**src/rtl/rot_pkg.sv**
```systemverilog
// Shared constants for the rotator arbiter: data/count widths, opcodes and requester ids.
// Opcodes 5..7 are reserved and return the operand unchanged with an error flag.
package rot_pkg;

   localparam int W  = 16;
   localparam int CW = 4;

   localparam logic [2:0] OP_ROL = 3'd0;
   localparam logic [2:0] OP_ROR = 3'd1;
   localparam logic [2:0] OP_SLL = 3'd2;
   localparam logic [2:0] OP_SRL = 3'd3;
   localparam logic [2:0] OP_SRA = 3'd4;

   localparam logic ID_ALU = 1'b0;
   localparam logic ID_BMU = 1'b1;

endpackage

```
**src/rtl/left_rotate.sv**
```systemverilog
// Combinational barrel rotator: Out = In rotated left by Cnt positions.
// Each output bit selects In[(i - Cnt) mod W]. The index wraps naturally because it is truncated to CW bits.
module left_rotate #(
   parameter int W  = 16,
   parameter int CW = 4
) (
   input  logic [W-1:0]  In,
   input  logic [CW-1:0] Cnt,
   output logic [W-1:0]  Out
);

   always_comb begin
      Out = '0;
      for (int i = 0; i < W; i++) begin
         Out[i] = In[CW'(i - int'(Cnt))];
      end
   end

endmodule

```
**src/rtl/rotate_arbiter.sv**
```systemverilog
// Round-robin arbiter sharing one left rotator between the ALU (id 0) and the bit-manipulation
// helper (id 1). It derives ROL/ROR/SLL/SRL/SRA from the rotator output and returns a registered, id-tagged result.
module rotate_arbiter #(
   parameter int W  = 16,
   parameter int CW = 4
) (
   input  logic          clk,
   input  logic          rst_n,
   input  logic          req0_valid,
   output logic          req0_ready,
   input  logic [2:0]    req0_op,
   input  logic [W-1:0]  req0_data,
   input  logic [CW-1:0] req0_cnt,
   input  logic          req1_valid,
   output logic          req1_ready,
   input  logic [2:0]    req1_op,
   input  logic [W-1:0]  req1_data,
   input  logic [CW-1:0] req1_cnt,
   output logic          res_valid,
   input  logic          res_ready,
   output logic [W-1:0]  res_data,
   output logic          res_id,
   output logic          res_err
);

   import rot_pkg::*;

   // Handshake: a transfer happens on a clk edge where valid && ready are both high. Ready may depend
   // combinationally on res_ready. An ungranted requester keeps valid and payload stable until it is accepted.
   logic          res_valid_q, res_valid_d;
   logic [W-1:0]  res_data_q,  res_data_d;
   logic          res_id_q,    res_id_d;
   logic          res_err_q,   res_err_d;
   logic          last_grant_q, last_grant_d;

   logic          can_accept;
   logic          grant;
   logic          xfer;
   logic [2:0]    sel_op;
   logic [W-1:0]  sel_data;
   logic [CW-1:0] sel_cnt;
   logic [CW-1:0] rot_amt;
   logic [W-1:0]  rot_out;
   logic [W-1:0]  shl_mask;
   logic [W-1:0]  shr_mask;
   logic [W-1:0]  op_result;
   logic          op_err;

   always_comb begin
      can_accept = !res_valid_q || res_ready;
      if (req0_valid && req1_valid) begin
         grant = ~last_grant_q;
      end else begin
         grant = req1_valid;
      end
      req0_ready = rst_n && can_accept && (grant == ID_ALU);
      req1_ready = rst_n && can_accept && (grant == ID_BMU);
      xfer       = (req0_valid && req0_ready) || (req1_valid && req1_ready);
   end

   always_comb begin
      sel_op   = (grant == ID_BMU) ? req1_op   : req0_op;
      sel_data = (grant == ID_BMU) ? req1_data : req0_data;
      sel_cnt  = (grant == ID_BMU) ? req1_cnt  : req0_cnt;
      // Right-going ops rotate left by (W - cnt) mod W, so cnt=0 becomes a zero rotate.
      if (sel_op == OP_ROR || sel_op == OP_SRL || sel_op == OP_SRA) begin
         rot_amt = CW'(W - int'(sel_cnt));
      end else begin
         rot_amt = sel_cnt;
      end
   end

   left_rotate #(.W(W), .CW(CW)) u_left_rotate (
      .In  (sel_data),
      .Cnt (rot_amt),
      .Out (rot_out)
   );

   always_comb begin
      shl_mask  = {W{1'b1}} << sel_cnt;
      shr_mask  = {W{1'b1}} >> sel_cnt;
      op_result = sel_data;
      op_err    = 1'b0;
      case (sel_op)
         OP_ROL, OP_ROR: op_result = rot_out;
         OP_SLL:         op_result = rot_out & shl_mask;
         OP_SRL:         op_result = rot_out & shr_mask;
         OP_SRA:         op_result = (rot_out & shr_mask) | (sel_data[W-1] ? ~shr_mask : '0);
         default: begin
            op_result = sel_data;
            op_err    = 1'b1;
         end
      endcase
   end

   always_comb begin
      res_valid_d  = res_valid_q;
      res_data_d   = res_data_q;
      res_id_d     = res_id_q;
      res_err_d    = res_err_q;
      last_grant_d = last_grant_q;
      if (xfer) begin
         res_valid_d  = 1'b1;
         res_data_d   = op_result;
         res_id_d     = grant;
         res_err_d    = op_err;
         last_grant_d = grant;
      end else if (res_ready) begin
         res_valid_d  = 1'b0;
      end
   end

   // last_grant resets to 1 so requester 0 wins the first contention.
   always_ff @(posedge clk) begin
      if (!rst_n) begin
         res_valid_q  <= 1'b0;
         res_data_q   <= '0;
         res_id_q     <= 1'b0;
         res_err_q    <= 1'b0;
         last_grant_q <= 1'b1;
      end else begin
         res_valid_q  <= res_valid_d;
         res_data_q   <= res_data_d;
         res_id_q     <= res_id_d;
         res_err_q    <= res_err_d;
         last_grant_q <= last_grant_d;
      end
   end

   assign res_valid = res_valid_q;
   assign res_data  = res_data_q;
   assign res_id    = res_id_q;
   assign res_err   = res_err_q;

endmodule

```
**config.mk**
```make
export PLATFORM = sky130hd
export DESIGN_NAME = rotate_arbiter
export DESIGN_NICKNAME = d
export VERILOG_FILES = /design/src/rtl/rot_pkg.sv /design/src/rtl/left_rotate.sv /design/src/rtl/rotate_arbiter.sv
export SDC_FILE = /design/constraint.sdc
export NUM_CORES = 1
export LEC_CHECK = 0
export CORE_AREA = 2 2 85 87
export CTS_CLUSTER_DIAMETER = 200
export CTS_CLUSTER_SIZE = 25
export DETAILED_ROUTE_END_ITERATION = 8
export DIE_AREA = 0 0 87 89
export HOLD_SLACK_MARGIN = 0.1
export PLACE_DENSITY = 0.78
export SLEW_MARGIN = 10
export SYNTH_ARGS = -nofsm -noshare
export SYNTH_HDL_FRONTEND = slang
export SYNTH_SLANG_ARGS = --single-unit
```
**constraint.sdc**
```tcl
create_clock -name clk -period 3.9 [get_ports clk]
set_clock_uncertainty 0.1 [all_clocks]
set_input_delay 0.585 -clock clk [delete_from_list [all_inputs] [get_ports clk]]
set_output_delay 0.585 -clock clk [all_outputs]
set_load 0.05 [all_outputs]
```
==> qor.yml, run 1 <==
grtUsageTotal: 0.315
crit_path_end_kind: "flip-flop"
cp.buffers_inverters: 4
via_count: 3888
max_freq_ghz: 0.272
p_sw_mw: 0.683
design.portCount: 72
ir_worst_vdd_mv: 0.263
number_of_global_route_vias_before_repair: 3655
antenna-diode-count: 0
req_time_crit_path_ps: 3940
finalSetupViolCount: 0
critical_path_fanout_max: 7
hold_slack_ps: 375
grt_overflow_total: 0
count_of_flip_flops_with_a_built_in_enable_after_synthesis: 0
pwr-share-comb: 0.722
grt_max_degree: 38
netlist_instances: 420
tightest_slew_ps: 694
synth_seq_cells: 20
core_um2: 6720
leak_pwr_nw: 1.78
ys.flop_type: "sky130_fd_sc_hd__dfxtp_1"
max_cap_viol: 0
die_outline_area_um2: 7740
power.share.switching: 0.466
syn2layout_area_growth_pct: 37.9
first_pass_iters: 5
start_util: 0.469
place.port_buffers: 71
worst_setup_hold_path_clk_slew_ps: 70
slew_headroom: 0.533
die_h_um: 89
placementRows: 30
share_of_final_layout_standard_cells_stronger_than_drive_strength_1: 0.175
avgRoutedWirePerCell_um: 21.0
slowest_stage: "sky130_fd_sc_hd__nor3b_1"
h-tree-depth: 1
clockRootBuffer: "sky130_fd_sc_hd__clkbuf_8"
final.period_utilization: 0.944
crit_path_cell_trace: "clkdlybuf4s50_1, nor3b_1, nor4_1, buf_4, a311oi_2, buf_4, mux2_2, mux2i_1, nor2_1, o32ai_2, buf_4, a31oi_1"
yosys_warnings: 0
share_seq_of_total_power: 0.168
power_per_cell_area_nw_per_um2: 337
clock_power_share: 0.110
detailedPlacementHpwl_um: 9820
critical-path-top-cell-by-count: "sky130_fd_sc_hd__buf_4"
finalCriticalPeriod_ps: 3680
grt_pass1_wl_um: 18900
tritoncts.num_buffers: 3
critical_path.top_delay_family: "buffers and inverters"
ys_seq_area_frac: 0.127
synth.distinct_cells: 62
detail_route.wirelength_um: 12500
place.gp.congestion: 1.08
report.final.slew_viol_count: 0
fill_cells: 571
syn_area_um2: 3150
drt_iter0_drc: 366
final-hold-violation-count: 0
cts.path.max_buffers: 2
worstHoldPathType: "flip-flop to flip-flop"
dieWidth_um: 87
synth_async_sr_flop_share: 0
tritoncts: "done"
fin_nets: 570
worstPathArrival_ps: 3720
outcome: "complete, no violations"
drc_errors: 0
cellInternalPower_mw: 0.784
synth_nets: 476
critPathKind: "input pin to flip-flop"
detail_route.vias_per_cell: 6.56
worst_skew_pair.late_latency_ps: 260
antenna_violating_nets_post_route: 0
cts_hold_buffers: 0
clock-sinks: 20
timing.critical_path.slowest_cell_delay_ps: 550
totalNegativeSetupSlack_ps: 0
worst_setup_path_start_kind: "input pin"
unrepaired_setup_endpoints_after_global_routing: "false"
antenna_violations_before_repair: 0
synth.avg_cell_area_um2: 7.51
-- sequential cells by signal (all words and copies together) (netlist names) --
register	count
res_err	1
last_grant_q	1
res_valid	1
res_data	16
res_id	1
-- power by group through the flow --
stage               logic [mW]  clock network, mW  registers, mW
floorplan                0.552                  0          0.329
finish                    1.06              0.162          0.247
detailed placement       0.979                  0          0.249
global route              1.12              0.171          0.248
CTS                      0.991              0.163          0.246
global placement         0.972                  0          0.250
-- through the flow --
stage | area [µm²] | cells | utilization | power [mW] | setup WS (ps)
2_1_floorplan | 3170 | 420 | - | 0.881 | 11.2
3_3_place_gp | 4190 | 588 | 0.624 | 1.22 | -215
3_5_place_dp | 4190 | 588 | 0.624 | 1.23 | -425
4_1_cts | 4270 | 592 | 0.635 | 1.40 | 4.70
5_1_grt | 4350 | 593 | 0.647 | 1.54 | 217
6_report | 4350 | 593 | 0.647 | 1.47 | 217
-- kinds of logic after synthesis --
group | synth area share
compound gates | 0.309
simple gates | 0.191
mux | 0.264
buf+inv | 0.0591
flops | 0.127
xor+xnor | 0.0305
fa+ha+maj | 0.0198
-- Yosys cell counts, drive strengths merged, types with 2 or more instances --
cell    count  share of area
a211oi     24          0.059
a21boi      2         0.0060
a21oi      42          0.068
a221oi      4          0.015
a311o       3         0.0095
a311oi      2         0.0056
a31o        2         0.0056
a31oi       5         0.0099
a32o        2         0.0063
a41oi       2         0.0056
and2        5         0.0099
buf        14          0.031
clkbuf     16          0.019
dfxtp      20           0.13
ha          5          0.020
inv         7         0.0083
mux2       13          0.050
mux2i      67           0.21
nand2      43          0.051
nand2b      2         0.0040
nand3       6         0.0095
nand4       4         0.0079
nor2       23          0.027
nor2b      18          0.036
nor3       11          0.019
nor3b       2         0.0048
nor4        5         0.0099
o2111a      2         0.0071
o211ai      3         0.0071
o21ai      32          0.051
o21bai      2         0.0048
o221a       2         0.0071
o221ai      5          0.014
o22ai       3         0.0060
o31a        2         0.0056
or3         3         0.0075
xnor2       6          0.025
xor2        2         0.0056
-- repair_timing --
| item | 4_1_cts | 5_1_grt |
|---|---|---|
| pin swaps | 0 | 2 |
| gates resized for setup | 4 | 16 |
| setup buffers | 0 | 1 |
| setup endpoints to repair | 8 | 11 |
-- placed cells by master, fill, tap and decap left out, types with 3 or more instances in the layout --
cell type | netlist | routed
sky130_fd_sc_hd__o221ai_1 | 5 | 5
sky130_fd_sc_hd__and2_1 | 5 | 5
sky130_fd_sc_hd__nand2_1 | 43 | 43
sky130_fd_sc_hd__o211ai_1 | 3 | 3
sky130_fd_sc_hd__nand3_1 | 6 | 6
sky130_fd_sc_hd__mux2i_1 | 66 | 59
sky130_fd_sc_hd__a211oi_1 | 23 | 23
sky130_fd_sc_hd__nor3_1 | 10 | 10
sky130_fd_sc_hd__a21oi_1 | 41 | 41
sky130_fd_sc_hd__mux2_2 | 8 | 8
sky130_fd_sc_hd__dfxtp_1 | 20 | 20
sky130_fd_sc_hd__o22ai_1 | 3 | 3
sky130_fd_sc_hd__mux2i_2 | 1 | 3
sky130_fd_sc_hd__nor4_1 | 5 | 5
sky130_fd_sc_hd__nor2b_1 | 18 | 18
sky130_fd_sc_hd__buf_4 | 2 | 48
sky130_fd_sc_hd__mux2_4 | 3 | 3
sky130_fd_sc_hd__ha_1 | 5 | 4
sky130_fd_sc_hd__clkdlybuf4s50_1 | 0 | 68
sky130_fd_sc_hd__nand4_1 | 4 | 4
sky130_fd_sc_hd__inv_1 | 7 | 7
sky130_fd_sc_hd__mux2i_4 | 0 | 5
sky130_fd_sc_hd__nor2_1 | 23 | 23
sky130_fd_sc_hd__clkbuf_8 | 0 | 4
sky130_fd_sc_hd__o21ai_0 | 30 | 30
sky130_fd_sc_hd__xnor2_1 | 4 | 4
sky130_fd_sc_hd__a31oi_1 | 5 | 5
-- path summary, 6_finish.rpt --
check / startpoint / end / slack, ps / cells after the start
min reg2reg: res_err$_SDFFE_PN0P_ / res_err$_SDFFE_PN0P_ / 370 / 2
max: req1_op[0] / res_data[7]$_SDFFE_PN0P_ / 220 / 12
max reg2reg: last_grant_q$_SDFFE_PN1P_ / res_data[3]$_SDFFE_PN0P_ / 520 / 11
min: res_err$_SDFFE_PN0P_ / res_err$_SDFFE_PN0P_ / 370 / 2
-- metal layers --
metal | vias to the layer above | share of wire | wire length [µm] | GRT usage
met3 | 42 | 0.087 | 1090 | 0.0572
met4 | 0 | 0.037 | 459 | 0.116
met1 | 1843 | 0.42 | 5250 | 0.433
met5 | - | 0 | 0 | 0
met2 | 216 | 0.45 | 5650 | 0.491
li1 | 1787 | - | - | -
-- worst min-delay path: stages (launching register included) --
cell and delay [ps]:
sky130_fd_sc_hd__dfxtp_1 330, sky130_fd_sc_hd__nand3_1 60, sky130_fd_sc_hd__o21ai_0 60
-- final cells by class --
type                            count  area (µm²)  area share
Inverter                            8        30.0     0.00690
Sequential cell                    20         400      0.0920
Tap cell                           80         100      0.0230
Multi-Input combinational cell    362        2680       0.616
Timing Repair Buffer              119        1090       0.250
Clock buffer                        4        55.1      0.0127
Note: power is estimated with default switching activity, not from simulation.
==> run 2: changes to the inputs <==
--- a/config.mk
+++ b/config.mk
@@ -11,6 +11,7 @@
 export DETAILED_ROUTE_END_ITERATION = 8
 export DIE_AREA = 0 0 87 89
 export HOLD_SLACK_MARGIN = 0.1
+export MAX_ROUTING_LAYER = met4
 export PLACE_DENSITY = 0.78
 export SLEW_MARGIN = 10
 export SYNTH_ARGS = -nofsm -noshare
==> qor.yml, run 2 (same netlist as run 1, synthesis figures left out) <==
worstHoldPathType: "flip-flop to flip-flop"
critPathKind: "input pin to flip-flop"
detail_route.vias_per_cell: 6.54  # -0.32%
critical_path.top_delay_family: "compound AO/OA/AOI/OAI gates"
final-hold-violation-count: 0  # unchanged
finalCriticalPeriod_ps: 3750  # +70.5 ps
tritoncts: "done"
clockRootBuffer: "sky130_fd_sc_hd__clkbuf_8"
max_freq_ghz: 0.266  # -1.9%
grt_overflow_total: 0  # unchanged
die_h_um: 89  # unchanged
final.period_utilization: 0.962  # +0.0181
number_of_global_route_vias_before_repair: 3487  # -4.6%
fin_nets: 567  # -0.53%
rr_endpoint: "res_data[4]$_SDFFE_PN0P_"
totalNegativeSetupSlack_ps: 0  # unchanged
h-tree-depth: 1  # unchanged
tritoncts.num_buffers: 3  # unchanged
critical_path_fanout_max: 5  # -2
start_util: 0.469  # unchanged
crit_path_cell_trace: "clkdlybuf4s50_1, a21bo_2, mux2i_2, ha_1, ha_1, inv_1, a311o_2, mux2i_1, mux2_2, mux2_1, a22oi_1, o221a_1"
report.final.slew_viol_count: 0  # unchanged
worst_skew_pair.late_latency_ps: 270  # about the same
ir_worst_vdd_mv: 0.215  # -18%
unrepaired_setup_endpoints_after_global_routing: "false"
grt_pass1_wl_um: 19300  # +2.0%
core_um2: 6720  # unchanged
reg2reg_from: "last_grant_q$_SDFFE_PN1P_"
worst_hold_path.num_cells: 2  # unchanged
share_of_final_layout_standard_cells_stronger_than_drive_strength_1: 0.157  # -0.0186
cp.buffers_inverters: 2  # -2
place.gp.congestion: 1.08  # -0.37%
drt_iter0_drc: 287  # -22%
crit_path_end_kind: "flip-flop"
via_count: 3856  # -0.82%
detailedPlacementHpwl_um: 10000  # +1.8%
design.portCount: 72  # unchanged
critical-path-top-cell-by-count: "sky130_fd_sc_hd__ha_1"
outcome: "complete, no violations"
r2r_slack_ps: 610  # +90 ps
worst_r2r_path_depth: 13  # +2
clock-sinks: 20  # unchanged
grtUsageTotal: 0.333  # +0.0178
max_cap_viol: 0  # unchanged
place.port_buffers: 71  # unchanged
min_from: "res_err$_SDFFE_PN0P_"
syn2layout_area_growth_pct: 35.5
slowest_stage: "sky130_fd_sc_hd__clkdlybuf4s50_1"
postPlaceCellArea_um2: 4180  # -0.36%
most_frequent_cells_in_the_layout: "69 x sky130_fd_sc_hd__clkdlybuf4s50_1, 64 x sky130_fd_sc_hd__mux2i_1, 45 x sky130_fd_sc_hd__buf_4, 43 x sky130_fd_sc_hd__nand2_1, 41 x sky130_fd_sc_hd__a21oi_1"
largest_register_ffs: 16  # unchanged
multiInputGateArea_um2: 2610  # -2.5%
worst_setup_path_start_kind: "input pin"
die_outline_area_um2: 7740  # unchanged
first_pass_iters: 5  # unchanged
seqCellArea_um2: 400  # unchanged
final_design_area_no_fill_um2: 4270  # -1.8%
antenna_violating_nets_post_route: 0  # unchanged
tightest_slew_ps: 744  # +49.5 ps
post-cts-setup-buffer-count: 0  # unchanged
req_time_crit_path_ps: 4010  # +70 ps
grt_max_degree: 41  # +7.9%
drc_errors: 0  # unchanged
antenna-diode-count: 0  # unchanged
avgRoutedWirePerCell_um: 21.4  # +1.9%
leak_pwr_nw: 1.76  # -1.1%
antenna_violations_before_repair: 0  # unchanged
fill_cells: 612  # +7.2%
utilization: 0.636  # -0.0114
placementRows: 30  # unchanged
cts.path.max_buffers: 2  # unchanged
layout.cells.most_common: "sky130_fd_sc_hd__clkdlybuf4s50_1"
min_delay_worst_endpoint: "res_err$_SDFFE_PN0P_"
finalSetupViolCount: 0  # unchanged
timing.critical_path.slowest_cell_delay_ps: 490  # -60 ps
worstPathArrival_ps: 3860  # +140 ps
overall_power_mw: 1.48  # +1.1%
worst_setup_hold_path_clk_slew_ps: 80  # about the same
slew_headroom: 0.500  # -0.0333
power_per_cell_area_nw_per_um2: 347  # +2.9%
dieWidth_um: 87  # unchanged
detail_route.wirelength_um: 12600  # +1.4%
==> run 2: layer usage <==
layer  vias up  global-route usage  part of all wire
li1       1782                   -                 -
met1      1840               0.463              0.44
met2       216               0.520              0.46
met3        18              0.0489             0.084
met4         0              0.0497             0.014
met5         -                   -                 0
==> run 2: how the worst max path moves through the flow <==
stage | startpoint | end | slack, ps | depth (start not counted)
2_1_floorplan | req1_valid | res_data[4]$_SDFFE_PN0P_ | 10 | 15
3_3_place_gp | req0_valid | res_data[3]$_SDFFE_PN0P_ | -180 | 12
6_report | req1_valid | res_data[3]$_SDFFE_PN0P_ | 150 | 12
5_1_grt | req1_valid | res_data[3]$_SDFFE_PN0P_ | 20 | 12
4_1_cts | req0_valid | res_data[3]$_SDFFE_PN0P_ | 20 | 12
3_5_place_dp | req0_valid | res_data[4]$_SDFFE_PN0P_ | -320 | 14
==> run 2: per-stage QoR <==
stage / hold WS, ps / std cells / worst slack (ps)
finish: 382 / 590 / 147
global route: 416 / 590 / 19.4
CTS: 380 / 590 / 16.6
detailed placement: 366 / 586 / -321
global placement: 362 / 586 / -183
floorplan: 448 / 420 / 11.2
==> run 2: where the power goes <==
group | total [mW] | switching, mW | internal (mW)
clock | 0.217 | 0.0800 | 0.137
combinational | 1.02 | 0.574 | 0.445
sequential | 0.248 | 0.0187 | 0.229
total | 1.48 | 0.672 | 0.811
==> run 2: cell type report <==
cell class | instances | share of cell area
sequential | 20 | 0.0937
inverter | 8 | 0.00703
multi-input combinational | 362 | 0.611
clock inverter | 1 | 0.00703
clock buffer | 3 | 0.00966
tap | 80 | 0.0234
timing repair buffer | 116 | 0.248
==> run 2: repair_timing <==
item                                   4_1_cts  5_1_grt
hold buffers                                 0        0
setup endpoints to repair                    3       13
pin swaps                                    0        0
endpoints found under the hold margin        0        0
resized for setup                            1        6
==> run 2: worst register-to-register path: stages, from the launching register on <==
cell and delay (ps):
sky130_fd_sc_hd__dfxtp_1 410, sky130_fd_sc_hd__a21bo_2 220, sky130_fd_sc_hd__mux2i_2 290, sky130_fd_sc_hd__inv_1 100, sky130_fd_sc_hd__ha_1 290, sky130_fd_sc_hd__inv_1 60
sky130_fd_sc_hd__a311o_1 190, sky130_fd_sc_hd__clkinv_1 130, sky130_fd_sc_hd__ha_4 370, sky130_fd_sc_hd__mux2i_1 250, sky130_fd_sc_hd__mux2i_1 130, sky130_fd_sc_hd__mux2_2 320
sky130_fd_sc_hd__a221oi_2 240, sky130_fd_sc_hd__a21oi_1 90
==> run 3: changes to the inputs <==
--- a/config.mk
+++ b/config.mk
@@ -5,9 +5,9 @@
 export SDC_FILE = /design/constraint.sdc
 export NUM_CORES = 1
 export LEC_CHECK = 0
+export CAP_MARGIN = 20
 export CORE_AREA = 2 2 85 87
 export CTS_CLUSTER_DIAMETER = 200
-export CTS_CLUSTER_SIZE = 25
 export DETAILED_ROUTE_END_ITERATION = 8
 export DIE_AREA = 0 0 87 89
 export HOLD_SLACK_MARGIN = 0.1
==> results of run 3 <==
Final layout, timing and power as in run 2 (identical DEF).
